$ cat config.mk
export PLATFORM = sky130hd
export DESIGN_NAME = zbin_to_z
export DESIGN_NICKNAME = d
export VERILOG_FILES = /design/src/rtl/zbin_to_z_pkg.sv /design/src/rtl/zbin_decode_lut.sv /design/src/rtl/zbin_to_z.sv
export SDC_FILE = /design/constraint.sdc
export NUM_CORES = 1
export LEC_CHECK = 0
export ABC_AREA = 1
export BUFFER_PORTS_ARGS = -buffer_cell sky130_fd_sc_hd__buf_2
export CORE_MARGIN = 10
export CORE_UTILIZATION = 40
export DETAILED_ROUTE_END_ITERATION = 10
export GPL_TIMING_DRIVEN = 1
export HOLD_SLACK_MARGIN = 0.02
export PLACE_DENSITY = 0.65
export SYNTH_ARGS = -nofsm -noshare
export SYNTH_HDL_FRONTEND = slang
export SYNTH_SLANG_ARGS = --single-unit
$ cat constraint.sdc
create_clock -name clk -period 1.8 [get_ports clk]
set_input_delay 0.18 -clock clk [delete_from_list [all_inputs] [get_ports clk]]
set_output_delay 0.18 -clock clk [all_outputs]
set_load 0.01 [all_outputs]
$ cat src/rtl/zbin_to_z_pkg.sv
// zbin_to_z_pkg
// Shared constants and helpers for the z <-> zbin conversion blocks.
// Track z is 12-bit sign-magnitude: bit 11 = sign (1 = negative),
// bits 10:0 = magnitude, full scale 15 cm = 2047 counts.
// The forward z-to-zbin encoder uses the same thresholds from here.
package zbin_to_z_pkg;

    localparam logic [10:0] Z5  = 11'd683;
    localparam logic [10:0] Z10 = 11'd1365;
    localparam logic [10:0] Z15 = 11'd2047;

    localparam logic [3:0] ZBIN_NONE = 4'hF;
    localparam logic [3:0] NUM_ZBINS = 4'd5;

    typedef enum logic [1:0] {
        ZCLS_LEGAL,
        ZCLS_NONE,
        ZCLS_ILLEGAL
    } zbin_class_t;

    // Zero magnitude is always packed as positive zero.
    function automatic logic [11:0] sm_pack(input logic neg, input logic [10:0] mag);
        return {neg && (mag != '0), mag};
    endfunction

    function automatic zbin_class_t zbin_classify(input logic [3:0] zbin);
        if (zbin < NUM_ZBINS)
            return ZCLS_LEGAL;
        else if (zbin == ZBIN_NONE)
            return ZCLS_NONE;
        else
            return ZCLS_ILLEGAL;
    endfunction

endpackage

$ cat src/rtl/zbin_decode_lut.sv
// zbin_decode_lut
// Purely combinational map from a z-bin index to its z window.
// Ports:
//   zbin      in   4   bin index (0-4 legal, 15 none, 5-14 illegal)
//   z_lo      out  12  lower window edge, sign-magnitude
//   z_hi      out  12  upper window edge, sign-magnitude
//   z_center  out  12  window centre, sign-magnitude
//   none      out  1   zbin was 15; z outputs are 0
//   err       out  1   zbin was 5-14; z outputs are 0
module zbin_decode_lut
    import zbin_to_z_pkg::*;
(
    input  logic [3:0]  zbin,
    output logic [11:0] z_lo,
    output logic [11:0] z_hi,
    output logic [11:0] z_center,
    output logic        none,
    output logic        err
);

    always_comb begin
        z_lo     = '0;
        z_hi     = '0;
        z_center = '0;
        none     = 1'b0;
        err      = 1'b0;
        case (zbin)
            4'd0: begin
                z_lo     = sm_pack(1'b1, Z15);
                z_hi     = sm_pack(1'b1, Z5);
                z_center = sm_pack(1'b1, Z10);
            end
            4'd1: begin
                z_lo     = sm_pack(1'b1, Z10);
                z_hi     = '0;
                z_center = sm_pack(1'b1, Z5);
            end
            4'd2: begin
                z_lo     = sm_pack(1'b1, Z5);
                z_hi     = sm_pack(1'b0, Z5);
                z_center = '0;
            end
            4'd3: begin
                z_lo     = '0;
                z_hi     = sm_pack(1'b0, Z10);
                z_center = sm_pack(1'b0, Z5);
            end
            4'd4: begin
                z_lo     = sm_pack(1'b0, Z5);
                z_hi     = sm_pack(1'b0, Z15);
                z_center = sm_pack(1'b0, Z10);
            end
            ZBIN_NONE: none = 1'b1;
            default:   err  = 1'b1;
        endcase
    end

endmodule

$ cat src/rtl/zbin_to_z.sv
// zbin_to_z
// Two-stage valid/ready decoder from jet-finder z-bin index to a z window.
// Stage 1 holds the accepted zbin; stage 2 holds the decoded window and flags.
// Ports:
//   clk, reset_n          clock, synchronous active-low reset
//   in_valid/in_ready/zbin    input handshake and bin index
//   out_valid/out_ready       output handshake
//   z_lo, z_hi, z_center      decoded window (sign-magnitude)
//   out_none, out_err         bin was 15 / bin was 5-14
//   err_cnt                   saturating count of illegal codes accepted
module zbin_to_z
    import zbin_to_z_pkg::*;
#(
    parameter int unsigned CNT_W = 16
) (
    input  logic             clk,
    input  logic             reset_n,
    input  logic             in_valid,
    output logic             in_ready,
    input  logic [3:0]       zbin,
    output logic             out_valid,
    input  logic             out_ready,
    output logic [11:0]      z_lo,
    output logic [11:0]      z_hi,
    output logic [11:0]      z_center,
    output logic             out_none,
    output logic             out_err,
    output logic [CNT_W-1:0] err_cnt
);

    logic        s1_valid;
    logic [3:0]  s1_zbin;
    logic        s2_valid;
    logic        s2_load;
    logic        in_fire;
    logic [11:0] d_lo, d_hi, d_center;
    logic        d_none, d_err;

    zbin_decode_lut u_lut (
        .zbin     (s1_zbin),
        .z_lo     (d_lo),
        .z_hi     (d_hi),
        .z_center (d_center),
        .none     (d_none),
        .err      (d_err)
    );

    // in_ready looks through to out_ready so a full pipeline still streams
    // one item per cycle; it is also forced low while reset is asserted.
    assign s2_load   = s1_valid && (!s2_valid || out_ready);
    assign in_ready  = reset_n && (!s1_valid || s2_load);
    assign in_fire   = in_valid && in_ready;
    assign out_valid = s2_valid;

    always_ff @(posedge clk) begin
        if (!reset_n) begin
            s1_valid <= 1'b0;
            s1_zbin  <= '0;
            s2_valid <= 1'b0;
            z_lo     <= '0;
            z_hi     <= '0;
            z_center <= '0;
            out_none <= 1'b0;
            out_err  <= 1'b0;
            err_cnt  <= '0;
        end else begin
            if (in_fire) begin
                s1_valid <= 1'b1;
                s1_zbin  <= zbin;
            end else if (s2_load) begin
                s1_valid <= 1'b0;
            end

            if (s2_load) begin
                s2_valid <= 1'b1;
                z_lo     <= d_lo;
                z_hi     <= d_hi;
                z_center <= d_center;
                out_none <= d_none;
                out_err  <= d_err;
            end else if (out_ready) begin
                s2_valid <= 1'b0;
            end

            if (in_fire && (zbin_classify(zbin) == ZCLS_ILLEGAL) && (err_cnt != '1))
                err_cnt <= err_cnt + 1'b1;
        end
    end

endmodule

### After elaboration in Yosys (flattened, before gate mapping)

Cells that the tools add are included.
W data, S select, Z words.

* memories: 0
* RAM bits: 0
* memory bits (read-only): 0
* output and inout port bits: 56
* bits of input ports: 8
* register bits: 60
* bits in latches: 0
* word-level logic and storage cells: 44

* equal/unequal tests: 8
* div/mod/pow operators: 0
* reductions and logical operators: 13
* shift operators: 0
* multipliers: 0
* magnitude comparators: 1
* bitwise logic cells: 0
* mux-type cells: 12
* add/sub/neg operators: 1

Operator list (count)
* $pmux W12 S4: 3
* $add A16 B1 Y16 const B: 1
* $ne A16 B16 Y1 const B: 1
* $eq A4 B2 Y1 const B: 2
* $eq A4 B4 Y1 const B: 2
* $mux W1: 6
* $mux W2: 3
* $reduce_or A6 Y1: 1
* $logic_and A1 B1 Y1: 5
* $eq A4 B1 Y1 const B: 1
* $eq A4 B3 Y1 const B: 1
* $logic_not A4 Y1: 1
* $lt A4 B3 Y1 const B: 1
* $reduce_bool A2 Y1: 2
* $eq A2 B2 Y1 const B: 1
* $logic_not A1 Y1: 2
* $logic_or A1 B1 Y1: 2

### Logic depth before layout (Yosys ltp)

* word-level depth: 8
* mapped depth: 11
* depth with buffers taken out: 10

### Modules after synthesis

From an unflattened synthesis, not the netlist that was laid out.

* cells, all modules: 421
* area total of the unflattened synthesis: 2904.0 µm²

Modules (own cells, without submodules)
* zbin_to_z: area an instance 2602.5 µm², cells each 369, times used 1, seq. area each 1201.2 µm²
* zbin_decode_lut: area an instance 301.5 µm², cells each 52, times used 1, seq. area each 0.0 µm²

### Worst setup path before layout

OpenSTA, ideal clock, no wires.

* path kind: register to register
* from: reg err_cnt[0]
* to: reg err_cnt[12]
* stages on the path, launching flop included: 10
* period minus slack after synthesis: 1.442 ns
* required time: 1.687 ns
* arrival time: 1.329 ns
* path buffers: 1
* library setup time: 0.113 ns
* slack: 0.358 ns
* cells stage by stage: dfxtp_1 > ha_1 > nand3_2 > inv_2 > nand3_4 > nor2_4 > nor2_4 > buf_8 > nor2_1 > nor2_1

* longest elaborated chain between the ends: 2
* elaborated cells on any way between the ends: 3
* those cells by class: add/sub (1); eq/ne (1); reduce/logical (1)

RTL lines
* start: declaration: RTL line zbin_to_z.sv:28 `output logic [CNT_W-1:0] err_cnt`
* start signal: assignment: RTL line zbin_to_z.sv:86 `err_cnt <= err_cnt + 1'b1;`
* branches (longest 2 deep; another with $add A16 B1 Y16)

Several ways; the timed one is not identified.
A chain may end at the register's enable or synchronous reset.

### Worst setup path after layout

* from: reg err_cnt[0]
* to: reg err_cnt[14]

Same word-level chain as after synthesis.

==> reports/summary.md <==
The via count was 1852; the post-CTS repair timing setup buffer count was 0. The global-route congestion overflow total is 0. After clock tree synthesis, the repair step resized 0 gates. The tools report the summed negative setup slack over all endpoints as 0 ns. Clock-pin slew on the worst setup and hold paths: 0.08 ns.

STA classifies the critical path startpoint as a flip-flop. The tools report the number of max-cap violations as 0. Derived from the worst setup path, the maximum achievable clock frequency is 0.610 GHz. The sum of routed wire length over all layers is 4.96 mm, and the count of buffers from port buffering is 63. The worst hold path terminates at out_valid. Setup repair after global routing left no endpoint under its margin.

Most area-hungry cell type in the Yosys netlist: dfxtp_1. Total clock buffers created by CTS: 5. The logs give 0 for the max-slew violation count and 0.192 ns for the tightest hold margin. In this run the tightest slew margin relative to its limit is 66.4%.

The proportion of netlist area held by the largest area contributor is 35.3%. The tools report the worst flop-to-flop path endpoint as err_cnt[14]. Dividing the final minimum period by the clock period gives 91.1%.

The HPWL reported at the end of detailed placement is 3.82 mm. VDD sags by at most 443 uV. The worst register-to-register path has a depth of 8. The Yosys step of the flow raised 0 warnings. Cells fill 48.1% of the core in the end. For this run, design rule violations remaining after detail routing come to 0. Dividing the synthesized area by the synthesized cell count gives 6.90 sq um.

The run gives 0.00485 sq mm as the area of the core. The layout overhead on the synthesized area came out at 14.2%. The first-pass iteration count of the detailed router is 4.

The number of vias per cell was 4.57; the worst setup skew after layout was 0.00431 ns. The number of hold-repair buffers added at the cts stage is 0, and the flip-flop and latch count after synthesis is 36. Setup slack on the worst reg-to-reg path comes out at 0.16 ns.

The most used cell along the critical path was nand2_1. The instance count along the most critical hold path was 4; the worst path arrival time was 1.81 ns. Number of antenna violations at the first check in global routing: 0. The tools report the maximum number of buffers from clock root to sink as 2. Of all nets on the critical path, the largest fanout is 15. The count of nets left with antenna violations once routing finished came out at 0. The pin count of the biggest net entering global routing was 23; the fraction of the yosys area taken by sequential cells was 35.3%. The worst-skew pair later-pin latency is 0.29 ns.

The area of the die was 0.00836 sq mm; the routed wirelength normalized by instance count was 12.2 microns. The number of library cell types mapped by synthesis came out at 30. Total I/O pin count: 64. The first global-routing pass estimated 8.19 mm of wire. In the final design database the tool counted 346 nets. Counting every sink on the clock net gives 36.

By area the synthesized netlist is led by dfxtp_1 35%, nand2_1 14%, buf_4 8.8%. The run gives 0.00233 sq mm as the final instance area. TritonCTS built the clock tree. The cell count after synthesis came out at 296. The die is 91.5 microns wide. The run gives 0.843 as the final estimated routing congestion in global placement.

Launch point of the worst reg-to-reg path: err_cnt[0]. The shortest period the worst path allows came out at 1.64 ns. For this run, the slowest stage of the critical path takes 0.41 ns. Global-route total usage across every layer: 11.8%.

The tools report the launch instance of the worst min-delay path as out_ready. The share of final-layout standard cells stronger than drive strength 1 was 28.1%. The logs give 98 for the initial detailed-routing violation count and 25 for the floorplan row count. Capturing element type of the critical path: a flip-flop.

Kind of path behind the tightest hold check: input pin to flip-flop. Once placement finished, the instance area stood at 0.00222 sq mm. Clock tree synthesis selected as its root buffer the cell clkbuf_8. The floorplan step set the die height to 91.5 microns. The power per unit of standard cell area is 831 mW/mm^2. For the hold violation total from the final report, the log shows 0. The cell with the largest stage delay on the worst path was dfxtp_1.

The transition time of the tightest slew-check pin was 0.504 ns. The maximum level of the CTS H-tree came out at 2. The kind of critical path is flip-flop to flip-flop. The count of antenna diodes in the layout is 0.

For the cell area after technology mapping, the log shows 0.00204 sq mm. The run gives 1777 as the via count of the first global-routing pass. The analysis attributes to cell leakage a power of 1.18 nW. STA puts the critical path data required time at 1.97 ns. The signal on the critical path passes through ha_1 -> nand3_2 -> inv_2 -> nand4_1 -> nand2_2 -> nand2_1 -> nand2_1 -> nor2_1. Counting every net in the synthesized netlist gives 305.

The flow ran to the end, and the final reports show no timing, DRC or antenna violations. For the final-report setup violation count, the log shows 0. The effective utilization at floorplan is 42.1%.
cell type report:
| cell class | count | area, sq um |
|---|---|---|
| flip-flops and latches | 36 | 721 |
| clock buffers | 5 | 68.8 |
| well taps | 67 | 83.8 |
| fillers | 505 | 2520 |
| multi-input cells | 196 | 961 |
| repair buffers | 65 | 330 |
| clock inverters | 3 | 42.5 |
| inverters | 33 | 124 |
through the flow:
step	setup WS, ns	std cells	power, W
2_1_floorplan	0.358	296	0.00116
3_3_place_gp	0.291	397	0.00123
3_5_place_dp	0.197	397	0.00124
4_1_cts	0.181	405	0.00196
5_1_grt	0.0318	405	0.00204
6_report	0.159	405	0.00194
worst max path at each step:
stage | startpoint | end | slack (ns)
after floorplan | err_cnt[0] | err_cnt[12] | 0.36
after global placement | err_cnt[0] | err_cnt[13] | 0.29
after detailed placement | err_cnt[0] | err_cnt[14] | 0.20
after CTS | err_cnt[0] | err_cnt[14] | 0.18
after global routing | err_cnt[0] | err_cnt[3] | 0.03
final | err_cnt[0] | err_cnt[14] | 0.16
critical path, delay by kind of cell, from the launching register on:
| family | cells | cell delay (ns) |
|---|---|---|
| adder cells (fa/ha/maj) | 1 | 0.24 |
| flip-flops | 1 | 0.41 |
| AND/OR/NAND/NOR | 6 | 0.73 |
| buffers and inverters | 1 | 0.14 |
layout by cell type (no fill, tap or decap), types with 7 or more instances in the layout:
cell type  instances
nor2_1            44
xor2_1             8
nand2_2            7
inv_1             29
nand2_1           75
dfxtp_1           36
o21ai_0           12
nand3_1           11
a21oi_1           17
buf_2             63
cells in the mapped netlist:
master / n
inv_2: 4
a21oi_2: 1
o21ai_0: 12
xnor2_1: 1
nor2_4: 4
nor3_1: 1
a21oi_1: 17
nand3_2: 1
o221ai_1: 1
nor3_4: 1
clkbuf_1: 2
nand3_1: 11
buf_6: 1
xor2_1: 8
buf_4: 24
nand2_4: 1
dfxtp_1: 36
ha_1: 1
nand2_1: 75
nand4_1: 5
nor2_2: 2
buf_1: 1
nand3_4: 1
nor2_1: 44
buf_2: 1
a31oi_1: 2
buf_8: 1
inv_1: 29
nand2_2: 7
clkbuf_8: 1
where the power goes:
group | internal, W | total, W | switching [W]
combinational | 0.000119 | 0.000316 | 0.000196
sequential | 0.000848 | 0.000898 | 0.0000505
clock | 0.000410 | 0.000723 | 0.000313
sequential cells by signal, indices dropped and copies added (netlist names):
signal / cells
out_err: 1
out_valid: 1
s1_valid: 1
z_hi: 4
z_center: 4
err_cnt: 16
s1_zbin: 4
z_lo: 4
out_none: 1
per-layer routing:
metal,wire length (microns),part of all wire [%],track usage (%)
met5,0,0,0
met4,82,1.7,4.96
met3,524,11,5.76
met2,2290,46,19.5
met1,2060,42,12.4
cells by family (layout without fill, tap and decap cells):
logic type	count (synthesis)	in the layout	synth area share, %
and+or+nand+nor	153	153	34.0
buffers and inverters	64	106	17.6
adders and majority gates	1	1	0.613
AOI/OAI and AO/OA	33	33	8.58
xor gates and xnor gates	9	9	3.86
DFF	36	36	35.3
(Power assumes the default switching activity.)
